<file path="src/rtl/add32_seq_pkg.sv">
// -----------------------------------------------------------------------------
// add_seq_pkg
// Shared constants and the sequencer state type for the multi-cycle 32-bit
// adder (add32_seq) and the 16-bit ripple-carry adder it drives (fa16).
//   HALF_W  : width of one adder pass, fixed to the fa16 width
//   W       : full operand / result width, always two halves
//   state_t : sequencer states IDLE -> LO -> HI -> DONE
// -----------------------------------------------------------------------------
package add_seq_pkg;

   localparam int HALF_W = 16;
   localparam int W      = 2 * HALF_W;

   typedef enum logic [1:0] {
      IDLE = 2'd0,
      LO   = 2'd1,
      HI   = 2'd2,
      DONE = 2'd3
   } state_t;

endpackage

</file>
<file path="src/rtl/add32_seq_fa16.sv">
// -----------------------------------------------------------------------------
// fa16
// 16-bit ripple-carry adder, purely combinational.
// Ports:
//   i_a, i_b : addend halves
//   i_cin    : carry into bit 0
//   o_sum    : sum bits
//   o_cout   : carry out of bit 15
// -----------------------------------------------------------------------------
module fa16
   import add_seq_pkg::*;
(
   input  logic [HALF_W-1:0] i_a,
   input  logic [HALF_W-1:0] i_b,
   input  logic              i_cin,
   output logic [HALF_W-1:0] o_sum,
   output logic              o_cout
);

   // Chain of full adders; the carry is a procedural variable so the ripple
   // is expressed as one ordered loop instead of a self-referencing vector.
   always_comb begin
      logic ripple;
      ripple = i_cin;
      o_sum  = '0;
      for (int i = 0; i < HALF_W; i++) begin
         o_sum[i] = i_a[i] ^ i_b[i] ^ ripple;
         ripple   = (i_a[i] & i_b[i]) | (i_a[i] & ripple) | (i_b[i] & ripple);
      end
      o_cout = ripple;
   end

endmodule

</file>
<file path="src/rtl/add32_seq.sv">
// -----------------------------------------------------------------------------
// add32_seq
// Multi-cycle 32-bit adder built on a single fa16: low halves are added in
// state LO, high halves in state HI using the registered inter-half carry,
// and the 33-bit result is offered in DONE.
// Ports:
//   clk, rst            : clock, asynchronous active-high reset
//   in_valid / in_ready : operand handshake (ready only in IDLE)
//   in_a, in_b, in_cin  : operands and carry-in, captured on acceptance
//   out_valid/out_ready : result handshake (valid only in DONE)
//   out_sum, out_cout   : result modulo 2^W and overflow bit
//   busy                : high whenever the sequencer is not IDLE
// -----------------------------------------------------------------------------
module add32_seq
   import add_seq_pkg::*;
(
   input  logic         clk,
   input  logic         rst,
   input  logic         in_valid,
   output logic         in_ready,
   input  logic [W-1:0] in_a,
   input  logic [W-1:0] in_b,
   input  logic         in_cin,
   output logic         out_valid,
   input  logic         out_ready,
   output logic [W-1:0] out_sum,
   output logic         out_cout,
   output logic         busy
);

   state_t              r_state;
   state_t              w_nextState;
   logic [W-1:0]        r_opA;
   logic [W-1:0]        r_opB;
   logic                r_cin;
   logic [HALF_W-1:0]   r_sumLo;
   logic [HALF_W-1:0]   r_sumHi;
   logic                r_carry;
   logic                r_cout;
   logic [HALF_W-1:0]   w_addA;
   logic [HALF_W-1:0]   w_addB;
   logic                w_addCin;
   logic [HALF_W-1:0]   w_addSum;
   logic                w_addCout;

   fa16 u_fa16 (
      .i_a    (w_addA),
      .i_b    (w_addB),
      .i_cin  (w_addCin),
      .o_sum  (w_addSum),
      .o_cout (w_addCout)
   );

   // State register.
   always_ff @(posedge clk or posedge rst) begin
      if (rst) begin
         r_state <= IDLE;
      end else begin
         r_state <= w_nextState;
      end
   end

   // Next-state, handshake outputs and adder operand steering. The adder
   // inputs are held at zero outside LO/HI so the ripple chain stays quiet.
   // in_ready is masked by rst so nothing looks acceptable during reset.
   always_comb begin
      w_nextState = r_state;
      w_addA      = '0;
      w_addB      = '0;
      w_addCin    = 1'b0;
      in_ready    = 1'b0;
      out_valid   = 1'b0;
      unique case (r_state)
         IDLE: begin
            in_ready = ~rst;
            if (in_valid) begin
               w_nextState = LO;
            end
         end
         LO: begin
            w_addA      = r_opA[HALF_W-1:0];
            w_addB      = r_opB[HALF_W-1:0];
            w_addCin    = r_cin;
            w_nextState = HI;
         end
         HI: begin
            w_addA      = r_opA[W-1:HALF_W];
            w_addB      = r_opB[W-1:HALF_W];
            w_addCin    = r_carry;
            w_nextState = DONE;
         end
         DONE: begin
            out_valid = 1'b1;
            if (out_ready) begin
               w_nextState = IDLE;
            end
         end
         default: begin
            w_nextState = IDLE;
         end
      endcase
   end

   // Datapath registers: operands load only on an accepted handshake, each
   // half-sum and its carry load in the state that produced them.
   always_ff @(posedge clk or posedge rst) begin
      if (rst) begin
         r_opA   <= '0;
         r_opB   <= '0;
         r_cin   <= 1'b0;
         r_sumLo <= '0;
         r_sumHi <= '0;
         r_carry <= 1'b0;
         r_cout  <= 1'b0;
      end else begin
         unique case (r_state)
            IDLE: begin
               if (in_valid) begin
                  r_opA <= in_a;
                  r_opB <= in_b;
                  r_cin <= in_cin;
               end
            end
            LO: begin
               r_sumLo <= w_addSum;
               r_carry <= w_addCout;
            end
            HI: begin
               r_sumHi <= w_addSum;
               r_cout  <= w_addCout;
            end
            default: begin
            end
         endcase
      end
   end

   assign out_sum  = {r_sumHi, r_sumLo};
   assign out_cout = r_cout;
   assign busy     = (r_state != IDLE);

endmodule

</file>
<file path="config.mk">
export PLATFORM = sky130hd
export DESIGN_NAME = add32_seq
export DESIGN_NICKNAME = d
export VERILOG_FILES = /design/src/rtl/add32_seq_pkg.sv /design/src/rtl/add32_seq_fa16.sv /design/src/rtl/add32_seq.sv
export SDC_FILE = /design/constraint.sdc
export NUM_CORES = 1
export LEC_CHECK = 0
export CAP_MARGIN = 20
export CORE_ASPECT_RATIO = 1.75
export CORE_MARGIN = 2
export CORE_UTILIZATION = 51
export DETAILED_ROUTE_END_ITERATION = 7
export GPL_TIMING_DRIVEN = 0
export PLACE_DENSITY_LB_ADDON = 0.12
export SETUP_SLACK_MARGIN = 0.4
export SKIP_CTS_REPAIR_TIMING = 1
export SLEW_MARGIN = 10
export SYNTH_ARGS = -nofsm -noshare
export SYNTH_HDL_FRONTEND = slang
export SYNTH_SLANG_ARGS = --single-unit
</file>
<file path="constraint.sdc">
create_clock -name clk -period 9.35 [get_ports clk]
set_clock_uncertainty 0.1 [all_clocks]
set_input_delay 1.87 -clock clk [delete_from_list [all_inputs] [get_ports clk]]
set_output_delay 1.87 -clock clk [all_outputs]
set_load 0.1 [all_outputs]
</file>
# [After elaboration in Yosys (flattened, before gate mapping)]
# Index checks and enable logic that the tools add are counted.
[op_classes] n_eq_ne=5 mux=8 bitwise=113 reduce_logical=4
[ops] op="16-bit case mux with 2 select lines" n=2
[ops] op="1-bit AND" n=48
[ops] op="1-bit bitwise OR" n=32
[ops] op="1-bit bitwise XOR" n=32
[ops] op="2-bit case mux with 4 select lines" n=1
[ops] op="2-bit == test, second input constant" n=2
[ops] op="2-bit two-way mux" n=2
[ops] op="2-bit inequality test, second input constant" n=2
[ops] op="2-bit AND reduction" n=2
[ops] op="2-bit by 1-bit == test with 1-bit output, second input constant" n=1
[ops] op="2-bit zero test" n=1
[ops] op="1-bit two-way mux" n=2
[ops] op="1-bit case mux with 2 select lines" n=1
[ops] op="2-bit nonzero test" n=1
[ops] op="1-bit NOT" n=1
[word_totals] register_bits=101 out_inout_bits=36 elab_cells=138

# [Logic depth before layout (Yosys ltp)]
# Gate-level depths: netlist of the first run.
[logic_depth] depth_word=50 mapped_depth=25 ltp_nobuf=23

# [Cells and area by module]
# Synthesis of the first run repeated with hierarchy kept, for this count alone.
[hier_totals] hier_cells=331 area_unflattened_um2=4918.5
[by_module_without_submodules] mod="add32_seq" instances=1 cells_per_inst=305 area_each_um2=4560.6 seq_area_each_um2=2527.4
[by_module_without_submodules] mod="fa16" instances=1 cells_per_inst=26 area_each_um2=357.8 seq_area_each_um2=0.0

# [Least setup slack after synthesis of the first run]
# No wires, ideal clock.
[synth_path] path_kind="flip-flop to flip-flop" startpoint="reg r_state[0]" endpoint="reg r_sumHi[15]" setup_ns=0.079 arrival_ns=7.077 required_ns=9.171 setup_slack_ns=2.094 path_stages_with_launch=26 cell_sequence="dfrtp_1 -> inv_1 -> ha_1 -> clkbuf_1 -> buf_2 -> a22o_1 -> nand2_1 -> fa_1 -> fa_1 -> inv_1 -> fa_1 -> fa_1 -> fa_1 -> fa_1 -> fa_1 -> fa_1 -> fa_1 -> fa_1 -> fa_1 -> fa_1 -> fa_1 -> fa_1 -> fa_1 -> inv_1 -> fa_1 -> mux2i_1"
[synth_via] elab_chain_len=48
[synth_rtl] element="start: declaration" line_no="add32_seq.sv:31" text="state_t r_state;"
[synth_rtl] element="start signal: assignment" line_no="add32_seq.sv:59" text="r_state <= w_nextState;"
[synth_rtl] element="2-bit == test / 2-bit by 1-bit == test with 1-bit output (equally long branches)" line_no="add32_seq.sv:73, add32_seq.sv:116"
[synth_rtl] element="16-bit case mux with 2 select lines / 1-bit case mux with 2 select lines (equally long branches)" line_no="add32_seq.sv:73" text="unique case (r_state)"
[synth_rtl] element="1-bit AND" line_no="add32_seq_fa16.sv:28" text="ripple = (i_a[i] & i_b[i]) | (i_a[i] & ripple) | (i_b[i] & ripple);"
[synth_rtl] element="1-bit bitwise OR (2 in a row)" line_no="add32_seq_fa16.sv:28"
[synth_rtl] element="1-bit AND" line_no="add32_seq_fa16.sv:28"
[synth_rtl] element="1-bit bitwise OR (2 in a row)" line_no="add32_seq_fa16.sv:28"
[synth_rtl] element="1-bit AND" line_no="add32_seq_fa16.sv:28"
[synth_rtl] element="1-bit bitwise OR (2 in a row)" line_no="add32_seq_fa16.sv:28"
[synth_rtl] element="[25 not listed]"
[synth_rtl] element="1-bit bitwise OR (2 in a row)" line_no="add32_seq_fa16.sv:28"
[synth_rtl] element="1-bit AND" line_no="add32_seq_fa16.sv:28"
[synth_rtl] element="1-bit bitwise OR (2 in a row)" line_no="add32_seq_fa16.sv:28"
[synth_rtl] element="1-bit AND" line_no="add32_seq_fa16.sv:28"
[synth_rtl] element="1-bit bitwise OR (2 in a row)" line_no="add32_seq_fa16.sv:28"
[synth_rtl] element="1-bit AND" line_no="add32_seq_fa16.sv:28"
[synth_rtl] element="1-bit bitwise OR (2 in a row)" line_no="add32_seq_fa16.sv:28"
[synth_rtl] element="1-bit bitwise XOR" line_no="add32_seq_fa16.sv:27" text="o_sum[i] = i_a[i] ^ i_b[i] ^ ripple;"
[synth_rtl] element="end signal: assignment" line_no="add32_seq.sv:129" text="r_sumHi <= w_addSum;"
[synth_rtl] element="end: declaration" line_no="add32_seq.sv:37" text="logic [HALF_W-1:0] r_sumHi;"
# Parallel ways exist; a longest one is shown, timed or not.
# A chain may end at the register's enable or synchronous reset.

# [Final worst setup path of the first run]
[layout_path] startpoint="reg r_state[0]" endpoint="reg r_sumLo[15]"
[layout_via] elab_chain_len=48
[layout_rtl] element="2-bit == test / 2-bit by 1-bit == test with 1-bit output (equally long branches)" line_no="add32_seq.sv:73, add32_seq.sv:116"
[layout_rtl] element="16-bit case mux with 2 select lines / 1-bit case mux with 2 select lines (equally long branches)" line_no="add32_seq.sv:73"
[layout_rtl] element="1-bit AND" line_no="add32_seq_fa16.sv:28"
[layout_rtl] element="1-bit bitwise OR (2 in a row)" line_no="add32_seq_fa16.sv:28"
[layout_rtl] element="1-bit AND" line_no="add32_seq_fa16.sv:28"
[layout_rtl] element="1-bit bitwise OR (2 in a row)" line_no="add32_seq_fa16.sv:28"
[layout_rtl] element="1-bit AND" line_no="add32_seq_fa16.sv:28"
[layout_rtl] element="1-bit bitwise OR (2 in a row)" line_no="add32_seq_fa16.sv:28"
[layout_rtl] element="[25 not listed]"
[layout_rtl] element="1-bit bitwise OR (2 in a row)" line_no="add32_seq_fa16.sv:28"
[layout_rtl] element="1-bit AND" line_no="add32_seq_fa16.sv:28"
[layout_rtl] element="1-bit bitwise OR (2 in a row)" line_no="add32_seq_fa16.sv:28"
[layout_rtl] element="1-bit AND" line_no="add32_seq_fa16.sv:28"
[layout_rtl] element="1-bit bitwise OR (2 in a row)" line_no="add32_seq_fa16.sv:28"
[layout_rtl] element="1-bit AND" line_no="add32_seq_fa16.sv:28"
[layout_rtl] element="1-bit bitwise OR (2 in a row)" line_no="add32_seq_fa16.sv:28"
[layout_rtl] element="1-bit bitwise XOR" line_no="add32_seq_fa16.sv:27"
[layout_rtl] element="end signal: assignment" line_no="add32_seq.sv:125" text="r_sumLo <= w_addSum;"
[layout_rtl] element="end: declaration" line_no="add32_seq.sv:36" text="logic [HALF_W-1:0] r_sumLo;"
# Parallel ways exist; a longest one is shown, timed or not.

==> results_dict.tcl, run 1 <==
set metrics [dict create \
    multi_input_area_um2 2140 \
    die_w_um 77.8 \
    pin_count 105 \
    num_rows 47 \
    drive_gt1_share_pct 27.8 \
    routed_wirelength_um 11000 \
    final_common_cell "clkdlybuf4s50_1" \
    fill_cells 672 \
    hold_start "r_sumLo[3]$_DFFE_PP0N_" \
    crit_fanout 10 \
    diodes 0 \
    cts.sinks 101 \
    port_buffers 104 \
    drv_slew 0 \
    worstPathRequired_ns 9.51 \
    syn_area_um2 4860 \
    cts-root-buf "clkbuf_16" \
    gp_congestion 0.786 \
    yosysSeqAreaShare_pct 52.0 \
    synthCells 329 \
    grtUsageTotal_pct 23.0 \
    dr.first_iter.drc_count 212 \
    cts_tree "done" \
    avgSynthCellArea_um2 14.8 \
    overflow 0 \
    worstRegToRegCells 25 \
    cap_violations 0 \
    period_share_pct 84.3 \
    p_leak_nw 2.95 \
    grt_pass1_wl_um 18000 \
    rr_endpoint "r_sumLo[15]$_DFFE_PP0N_" \
    critPathArrivalTime_ns 8.04 \
    whs_endpoint "r_sumLo[3]$_DFFE_PP0N_" \
    dp.cells 556 \
    fin_util_pct 68.7 \
    vias 3062 \
    hold_viol_final 0 \
    fin_nets 534 \
    r2r_setup_slack_ns 1.47 \
    place_ws_ns 1.45 \
    ir_drop_v 0.000246 \
    coreArea_um2 9350 \
    grt_pass1_vias 3457 \
    synth-seq-cells 101 \
    hpwlAfterDp_um 8050 \
    htree_levels 3 \
    drcViolationCount 0 \
    hold_path.class "reg -> reg" \
    clock.fmax_ghz 0.127 \
    holdWs_ns 0.407 \
    yosysWarnings 0 \
    start_util_pct 52.0 \
    die-height_um 133 \
    worst_setup_path_end_kind "flop" \
    dieArea_um2 10400 \
    tns_ns 0 \
    drt_pass1_iterations 4 \
    ant_nets 0 \
    slew-limit-headroom_pct 34.2 \
    setup_violations 0 \
    start_kind "flop" \
    cts_inserted_buffers 9 \
    powerDensity_nw_per_um2 409 \
    clkTransAtPathRegs_ns 0.06 \
    worst_pin_slew_ns 0.985 \
    clock_latency_ns 0.34 \
    layout_common_cells "clkdlybuf4s50_1 (104), dfrtp_1 (101), mux2_4 (50), mux2_2 (42), nor2b_1 (27)" \
    register_area_um2 2530 \
    clockBufferDepth 2 \
    r2r-start "r_state[0]$_DFFE_PP0P_" \
    viasPerCell 5.35 \
    status "finished, final reports clean" \
    syn_nets 418 \
    min_period_ns 7.88 \
    synthDistinctLibCells 17 \
    wl_per_cell_um 19.3 \
    min_path_cells 1 \
    grt_antenna_before_repair 0 \
    critPathKind "reg -> reg" \
    fin_cells 572 \
    area_growth_pct 32.2 \
    grt_max_degree 58 \
    finalWorstSetupSlack_ns 1.47 \
    rsz0062_at_grt "false" \
]
## cells in the mapped netlist
cell,instances,area (um2)
clkbuf_1,5,18.8
mux2_4,50,751
mux2i_1,5,50.1
nand2_1,8,30.0
ha_1,4,50.1
nor2b_1,27,169
dfrtp_1,101,2530
a22o_1,7,61.3
buf_6,6,67.6
mux2_2,42,473
buf_2,11,55.1
a22oi_1,26,195
o32a_1,1,10.0
inv_1,12,45.0
nor2_1,4,15.0
fa_1,16,320
a21oi_1,4,20.0
## registers in the layout, summed over array words and instances (netlist names)
register and count:
out_cout 1, r_carry 1, r_cin 1, r_opA 32
r_opB 32, r_state 2, r_sumHi 16, r_sumLo 16
## stage by stage
stage	total power [mW]	area, um2
floorplan	1.85	4860
global route	2.77	6420
CTS	2.65	6420
global placement	2.18	6050
detailed placement	2.22	6080
finish	2.63	6420
## area by class of cell
class / count / share of cell area, %
inverters: 12 / 0.740
clock inverters: 4 / 1.48
clock buffers: 12 / 3.84
plain buffers: 22 / 2.20
repair buffers: 105 / 16.6
flip-flops and latches: 101 / 39.3
multi-input cells: 194 / 33.4
well taps: 122 / 2.38
## how the worst max path moves through the flow
stage | start | to | slack, ns | depth (start not counted)
after floorplan | r_state[0]$_DFFE_PP0P_ | r_sumHi[15]$_DFFE_PP0N_ | 2.09 | 25
after global placement | r_state[0]$_DFFE_PP0P_ | r_sumLo[15]$_DFFE_PP0N_ | 1.56 | 25
after detailed placement | r_state[0]$_DFFE_PP0P_ | r_sumLo[15]$_DFFE_PP0N_ | 1.45 | 25
after CTS | r_state[0]$_DFFE_PP0P_ | r_sumLo[15]$_DFFE_PP0N_ | 1.42 | 25
after global routing | r_state[0]$_DFFE_PP0P_ | r_sumLo[15]$_DFFE_PP0N_ | 1.15 | 25
final | r_state[0]$_DFFE_PP0P_ | r_sumLo[15]$_DFFE_PP0N_ | 1.47 | 25
## report_power, final
group	switching (mW)	internal (mW)
Clock	0.154	0.269
Combinational	0.836	0.611
Sequential	0.115	0.644
Total	1.11	1.52
## cells by family after synthesis
| family | count (synthesis) | synth area share (%) |
|---|---|---|
| DFF | 101 | 52.0 |
| adders and majority gates | 20 | 7.62 |
| muxes | 97 | 26.2 |
| AOI/OAI and AO/OA | 38 | 5.90 |
| buffers and inverters | 34 | 3.84 |
| and+or+nand+nor | 39 | 4.40 |
## layer usage
layer | routed length [um] | track usage [%] | vias up
met4 | 152 | 7.54 | 0
li1 | - | - | 1379
met5 | 0 | 0 | -
met2 | 6140 | 41.9 | 77
met1 | 4350 | 27.2 | 1593
met3 | 374 | 3.79 | 13
## critical path: stages (launching register included)
cell and delay [ns]:
dfrtp_1 0.40, inv_1 0.08, ha_1 0.19, clkbuf_1 0.15
buf_2 0.25, a22o_1 0.25, nand2_1 0.09, fa_1 0.21
fa_1 0.17, inv_1 0.06, fa_1 0.41, fa_1 0.40
fa_1 0.39, fa_1 0.38, fa_1 0.41, fa_1 0.40
fa_1 0.39, fa_1 0.39, fa_1 0.39, fa_1 0.40
fa_1 0.40, fa_1 0.41, fa_1 0.37, inv_1 0.11
fa_1 0.44, mux2i_1 0.16
No activity file was read; power rests on OpenSTA's default activity.
==> run 2: changes to the inputs <==
Clock period 9.35 ns to 7.7 ns, I/O delays scaled along.
==> results_dict.tcl, run 2 (same netlist as run 1, synthesis figures left out) <==
set metrics [dict create \
    layout_common_cells "clkdlybuf4s50_1 (104), dfrtp_1 (101), mux2_4 (50), mux2_2 (42), nor2b_1 (27)" \
    worst_setup_path_end_kind "flop" \
    fin_nets 535 \
    tns_ns 0 \
    grt_antenna_before_repair 0 \
    cts.sinks 101 \
    grt_pass1_wl_um 18000 \
    finalWorstSetupSlack_ns 0.578 \
    setup.worst_path.end "r_sumLo[15]$_DFFE_PP0N_" \
    die-height_um 133 \
    overflow 0 \
    holdWs_ns 0.407 \
    path_delay_family "adder cells" \
    setup_violations 0 \
    cp_slowest_cell "fa_1" \
    multi_input_area_um2 2180 \
    clkTransAtPathRegs_ns 0.06 \
    register_area_um2 2530 \
    grt_max_degree 58 \
    critPathMaxStageDelay_ns 0.43 \
    grt_pass1_vias 3457 \
    cts-root-buf "clkbuf_16" \
    die_w_um 77.8 \
    r2r-start "r_state[0]$_DFFE_PP0P_" \
    worstPathRequired_ns 7.86 \
    routed_wirelength_um 11100 \
    clock_latency_ns 0.34 \
    cts_inserted_buffers 9 \
    num_rows 47 \
    p_comb_share_pct 55.7 \
    intPower_mw 1.89 \
    area_growth_pct 34.0 \
    hold_path.class "reg -> reg" \
    slew-limit-headroom_pct 34.2 \
    dr.first_iter.drc_count 185 \
    diodes 0 \
    drive_gt1_share_pct 32.6 \
    design_area_um2 6510 \
    start_util_pct 52.0 \
    hpwlAfterDp_um 8050 \
    fin_cells 573 \
    rsz0062_at_grt "true" \
    dpl-instance-area_um2 6080 \
    rr_endpoint "r_sumLo[15]$_DFFE_PP0N_" \
    ant_nets 0 \
    powerDensity_nw_per_um2 499 \
    vias 3057 \
    crit_top_cell "fa_2" \
    crit_fanout 10 \
    hold_viol_final 0 \
    htree_levels 3 \
    fin_util_pct 69.6 \
    total_power_mw 3.25 \
    cp.depth 25 \
    port_buffers 104 \
    wl_per_cell_um 19.4 \
    cts_tree "done" \
    ir_drop_v 0.000309 \
    worst_pin_slew_ns 0.985 \
    drv_slew 0 \
    min_period_ns 7.12 \
    status "finished, final reports clean" \
    place_ws_ns -0.200 \
    gp_congestion 0.786 \
    clock.fmax_ghz 0.140 \
    clockPowerShare_pct 15.9 \
    drcViolationCount 0 \
    pin_count 105 \
    fill_cells 663 \
    worstRegToRegCells 25 \
    start_kind "flop" \
    critPathArrivalTime_ns 7.29 \
    swShare_pct 41.9 \
    viasPerCell 5.34 \
    grtUsageTotal_pct 23.0 \
    clockBufferDepth 2 \
    p_switching_mw 1.36 \
    period_share_pct 92.5 \
    r2r_setup_slack_ns 0.58 \
    coreArea_um2 9350 \
    p_seq_share_pct 28.4 \
    crit_buf_inv 5 \
    startpoint "r_state[0]$_DFFE_PP0P_" \
    critPathKind "reg -> reg" \
    largestRegisters "r_opA: 32 flops, r_opB: 32 flops" \
    drt_pass1_iterations 4 \
    p_leak_nw 2.94 \
    final_common_cell "clkdlybuf4s50_1" \
    cap_violations 0 \
    dp.cells 556 \
    dieArea_um2 10400 \
]
==> run 2: cell types whose count changed in the layout (fill, tap and decap cells not counted), moves of 3 or more <==
| cell | before | now |
|---|---|---|
| fa_1 | 16 | 2 |
| buf_2 | 11 | 8 |
| inv_1 | 11 | 8 |
| inv_2 | 0 | 3 |
| fa_2 | 0 | 14 |
==> run 2: layout make-up <==
| cell class | count | share of cell area [%] |
|---|---|---|
| plain buffers | 22 | 2.75 |
| repair buffers | 106 | 16.5 |
| flip-flops and latches | 101 | 38.8 |
| clock inverters | 4 | 1.46 |
| inverters | 12 | 0.730 |
| clock buffers | 12 | 3.79 |
| multi-input cells | 194 | 33.6 |
| well taps | 122 | 2.35 |
==> run 2: worst min path at each step <==
stage	depth (start not counted)	endpoint	from	slack, ns
6_report	1	r_sumLo[3]$_DFFE_PP0N_	r_sumLo[3]$_DFFE_PP0N_	0.41
3_5_place_dp	1	r_sumLo[3]$_DFFE_PP0N_	r_sumLo[3]$_DFFE_PP0N_	0.40
2_1_floorplan	1	r_opA[29]$_DFFE_PP0P_	r_opA[29]$_DFFE_PP0P_	0.38
4_1_cts	1	r_sumLo[3]$_DFFE_PP0N_	r_sumLo[3]$_DFFE_PP0N_	0.41
3_3_place_gp	1	r_sumHi[2]$_DFFE_PP0N_	r_sumHi[2]$_DFFE_PP0N_	0.39
5_1_grt	1	r_sumLo[11]$_DFFE_PP0N_	r_sumLo[11]$_DFFE_PP0N_	0.42
==> run 2: power by group through the flow <==
stage               Combinational (mW)  Sequential (mW)  Clock [mW]
global placement                  1.74            0.914           0
CTS                               1.78            0.919       0.523
global route                      1.93            0.949       0.546
floorplan                        0.949             1.30           0
detailed placement                1.77            0.927           0
finish                            1.81            0.922       0.517
==> run 2: metal layers <==
metal,global-route usage (%),vias up,routed length [um]
met1,27.2,1592,4360
met3,3.79,15,372
met2,41.9,75,6190
met4,7.54,0,170
li1,-,1375,-
met5,0,-,0
==> run 2: worst reg2reg max path: cells and delay by family (launching register included) <==
| kind | cells | cell delay, ns |
|---|---|---|
| adder cells (fa/ha/maj) | 17 | 5.55 |
| buffers and inverters | 5 | 0.51 |
| flip-flops | 1 | 0.41 |
| AO/OA/AOI/OAI | 1 | 0.23 |
| multiplexers | 1 | 0.16 |
| AND/OR/NAND/NOR | 1 | 0.09 |
